**src/rtl/alu.sv**
```systemverilog
// alu: unsigned WIDTH-bit arithmetic/logic unit with registered result and carry.
// One operation is captured on every rising clock edge; latency is one cycle.
module alu #(
  parameter int unsigned WIDTH = 4
) (
  input  logic             clk,
  input  logic             rst,
  input  logic [WIDTH-1:0] A,
  input  logic [WIDTH-1:0] B,
  input  logic [2:0]       opcode,
  output logic [WIDTH-1:0] result,
  output logic             carry_out
);

  localparam logic [2:0] OpAdd = 3'b000;
  localparam logic [2:0] OpSub = 3'b001;
  localparam logic [2:0] OpAnd = 3'b010;
  localparam logic [2:0] OpOr  = 3'b011;
  localparam logic [2:0] OpNot = 3'b100;

  logic [WIDTH-1:0] result_d, result_q;
  logic             carry_d, carry_q;
  logic [WIDTH:0]   sum;
  logic [WIDTH:0]   diff;

  // Widened add/subtract; the top bit is carry for add and borrow (A < B) for subtract.
  always_comb begin
    sum  = {1'b0, A} + {1'b0, B};
    diff = {1'b0, A} - {1'b0, B};
  end

  // Next-state select. Reserved and unknown opcodes fall to the all-zero default,
  // and NOT/default never read B so an unknown B cannot reach the registers.
  always_comb begin
    result_d = '0;
    carry_d  = 1'b0;
    case (opcode)
      OpAdd: begin
        result_d = sum[WIDTH-1:0];
        carry_d  = sum[WIDTH];
      end
      OpSub: begin
        result_d = diff[WIDTH-1:0];
        carry_d  = diff[WIDTH];
      end
      OpAnd:   result_d = A & B;
      OpOr:    result_d = A | B;
      OpNot:   result_d = ~A;
      default: begin
        result_d = '0;
        carry_d  = 1'b0;
      end
    endcase
  end

  // Output registers; reset clears them immediately, independent of the clock.
  always_ff @(posedge clk or posedge rst) begin
    if (rst) begin
      result_q <= '0;
      carry_q  <= 1'b0;
    end else begin
      result_q <= result_d;
      carry_q  <= carry_d;
    end
  end

  assign result    = result_q;
  assign carry_out = carry_q;

endmodule

```
**config.mk**
```make
export PLATFORM = sky130hd
export DESIGN_NAME = alu
export DESIGN_NICKNAME = d
export VERILOG_FILES = /design/src/rtl/alu.sv
export SDC_FILE = /design/constraint.sdc
export NUM_CORES = 1
export LEC_CHECK = 0
export ABC_AREA = 1
export CAP_MARGIN = 20
export CORE_MARGIN = 2
export CORE_UTILIZATION = 40
export CTS_CLUSTER_DIAMETER = 150
export DETAILED_ROUTE_END_ITERATION = 10
export PLACE_DENSITY = 0.69
export SLEW_MARGIN = 40
export SYNTH_ARGS = -nofsm -noshare
export SYNTH_HDL_FRONTEND = slang
export SYNTH_SLANG_ARGS = --single-unit
```
**constraint.sdc**
```tcl
create_clock -name clk -period 0.9 [get_ports clk]
set_input_delay 0.135 -clock clk [delete_from_list [all_inputs] [get_ports clk]]
set_output_delay 0.135 -clock clk [all_outputs]
set_load 0.01 [all_outputs]
```
==> results <==
- The run finished, with violations left.
- The final reports fail on negative setup slack.
- From left edge to right edge, the die measures 43.94 µm.
- The number of antenna-violating nets in the routed design is 0.
- The sequential-to-total area share from yosys stat is 19.61%.
- Summed over all cells, the static leakage comes to 0.5390 nW.
- The post-place instance area is 993.5 µm².
- The maximum vdd ir drop is 0.3882 mV.
- The class of the most critical setup path is in2reg.
- The detailed router placed 691 vias in this run.
- CTS saw 5 sinks.
- The finished cells cover 1046 µm².
- The number of warnings issued by yosys is 0.
- STA classifies the critical path endpoint as a flip-flop.
- The global-route wire length before repair is 2.628 mm.
- Routability-driven placement finished with a final weighted congestion of 0.8658.
- At the worst endpoint, the required time is 1.09 ns.
- The total overflow left after global routing is 0.
- The xor/xnor cell area share of the yosys netlist is 0%.
- After detailed routing, the number of remaining DRC violations is 0.
- The number of buffers added by the clock tree synthesis step is 3.
- The number of global-route vias before repair was 653.
- For this block, the routed nets add up to 1.492 mm of wire.
- In this design, the critical path's most frequently occurring cell is sky130_fd_sc_hd__inv_2.
- In the layout the commonest cells are 15 x sky130_fd_sc_hd__buf_4, 13 x sky130_fd_sc_hd__nand2_1, 11 x sky130_fd_sc_hd__inv_2, 11 x sky130_fd_sc_hd__nand3_1, 10 x sky130_fd_sc_hd__nor2_1.
- The critical path goes through buf_12 > inv_12 > ha_4 > inv_2 > fa_2 > inv_2 > nor2_2 > o21ai_1 > nand3b_1 > nand2_1.
- The startpoint class of the critical path is a primary input.
- The DRC marker count from the first detailed-route iteration is 23.
- Setup repair after global routing could not meet its margin everywhere.
- The initial core utilization is 42.36%.
- The detailed-placement wirelength estimate is 1.249 mm.
- Leaving out fill and tap cells, the most frequent cell in the layout is sky130_fd_sc_hd__buf_4.
- The post-synthesis adder-cell area fraction is 29.80%.
- In this run the power density over the cells is 905.6 nW/µm².
- Of the total synthesized cell area, the portion taken by AND, OR, NAND and NOR gates is 27.25%.
- The fraction of the mapped netlist area in compound gates is 10.39%.
- In the final layout, the share of cells above drive strength 1 is 45.67%.
- The least setup slack across all paths after layout is -0.09862 ns.
- The number of nets in the synthesized netlist is 118.
- The pre-antenna-repair detailed-routing pass consisted of 4 iterations.
- The quantity of hold-fixing buffers added after cts is 0.
- Of all nets on the critical path, the largest fanout is 2.
- Static timing analysis puts the maximum clock frequency at 1001 MHz.
- The die covers 1931 µm².
- The mean post-synth cell area is 7.012 µm².
- The number of hold violations in the final report is 0.
- On the final layout, the worst hold slack is 0.08914 ns.
- Headroom to the max-slew limit came out at 81.73%.
- The ratio of final minimum period to clock period is 111.0%.
- The number of diodes added for antenna fixing is 0.
- The post-synth design cell area is 638.1 µm².
- By area, the combinational part of the netlist is dominated by adder cells.
- The clock-pin slew on the worst setup and hold paths is 0.05 ns.
- The height of the chip is 43.94 µm.
- The count of distinct cell types in the synthesized netlist is 15.
- Data arrives at the worst endpoint at 1.19 ns.
- The CTS tree is done.
- The mux cell area share after synthesis is 0%.
- Counting along the longest clock path gives a buffer depth of 2.
- The slowest stage of the critical path belongs to the cell sky130_fd_sc_hd__fa_2.
- The design draws 0.9473 mW.
- The class of the worst hold path is in2async.
- The slew at the pin with the worst max-slew slack is 0.2741 ns.
- The area growth from synthesis to layout is 63.92%.
- The final count of pins violating max slew is 0.
- The post-synthesis sequential element count is 5.
- The number of I/O port buffers is 17.
- Entering global routing, the biggest net connects 7 pins.
- The minimum period implied by the final worst setup slack is 0.9986 ns.
- The number of nets in the finished design is 155.
- For this run, the total global-route usage over all layers was measured as 18.16%.
- Setup violations remaining at the end of the flow were counted as 3.
- The via count normalized by instance count is 4.832.
- The core footprint is 1506 µm².
- The wire length per cell after detailed routing is 10.43 µm.
- The number of antenna violations at the first check in global routing came to 0.
- The gate count of the mapped netlist is 91.
- The count of standard-cell rows is 14.
- During I/O placement, the number of pins put on the boundary was 18.
- The clock root buffer is sky130_fd_sc_hd__clkbuf_4.
- CTS built an H-tree with a depth of 1.
- On the worst path, the slowest cell contributes a delay of 0.34 ns.
- Max-cap violations in this run came to 0.
==> cells by family (layout without fill, tap and decap cells) <==
kind of cell | Yosys count | after routing
buffers and inverters | 22 | 58
adder cells (fa/ha/maj) | 14 | 14
AND/OR/NAND/NOR | 39 | 39
AO/OA/AOI/OAI | 11 | 11
flip-flops | 5 | 5
==> metrics by stage <==
stage	cells	setup TNS (ns)	util, %	setup WS (ns)
finish	143	-0.2659	69.44	-0.09862
detailed placement	137	-4.143	65.95	-0.8604
CTS	142	-0.4816	68.19	-0.1531
global placement	137	-4.094	65.95	-0.8420
floorplan	91	-0.5736	-	-0.1708
global route	143	-0.5040	69.44	-0.1538
==> synthesized netlist by cell type <==
master	count	area share, %
sky130_fd_sc_hd__o22a_2	1	1.6
sky130_fd_sc_hd__nor3_2	1	1.6
sky130_fd_sc_hd__inv_1	22	13
sky130_fd_sc_hd__dfrtp_1	5	20
sky130_fd_sc_hd__o22ai_1	2	2.0
sky130_fd_sc_hd__ha_1	12	24
sky130_fd_sc_hd__a21oi_2	1	1.4
sky130_fd_sc_hd__o21ai_0	4	3.1
sky130_fd_sc_hd__nand2_1	13	7.6
sky130_fd_sc_hd__fa_1	2	6.3
sky130_fd_sc_hd__nand3b_1	1	1.2
sky130_fd_sc_hd__nand4_1	1	0.98
sky130_fd_sc_hd__nand3_1	12	9.4
sky130_fd_sc_hd__nor2_1	11	6.5
sky130_fd_sc_hd__a21oi_1	3	2.4
==> repair_timing <==
item                                    CTS  global route
pin swaps                                12             9
endpoints found under the setup margin   10             4
gates resized for setup                  68            12
setup buffers                             2             1
==> worst paths after layout <==
kind                       start         to  slack (ns)
worst min-delay path         rst  result[2]        0.09
min in group clk            A[2]  result[2]        0.32
worst max-delay path        A[0]  carry_out        -0.1
max in group asynchronous    rst  result[1]        0.63
==> flip-flops by register name, indices dropped and copies added, names as in the netlist <==
register,count
result,4
carry_out,1
==> power breakdown <==
part,internal (mW),switching (mW),leakage (nW)
Sequential,0.248,0.00426,0.0644
Combinational,0.207,0.220,0.460
Clock,0.168,0.0996,0.0150
==> per-layer routing <==
metal  part of all wire (%)  vias up  GRT usage [%]
li1                       -      361              -
met5                      0        -              0
met2                     48       26          29.41
met3                    6.6        2          2.500
met1                     44      302          23.41
met4                    1.3        0          9.091
==> critical path: cells and delay by family <==
family                     cells  cell delay [ns]
AOI/OAI and AO/OA              1             0.17
buffers and inverters          4             0.24
adders and majority gates      2             0.45
and+or+nand+nor                3             0.19
==> area by class of cell <==
| class | instances | area (µm²) |
|---|---|---|
| Multi-Input combinational cell | 64 | 531.8 |
| Clock buffer | 4 | 26.28 |
| Inverter | 22 | 97.59 |
| Sequential cell | 5 | 125.1 |
| Fill cell | 122 | 460.4 |
| Timing Repair Buffer | 32 | 245.2 |
| Tap cell | 16 | 20.02 |
Note: power is estimated with default switching activity, not from simulation.
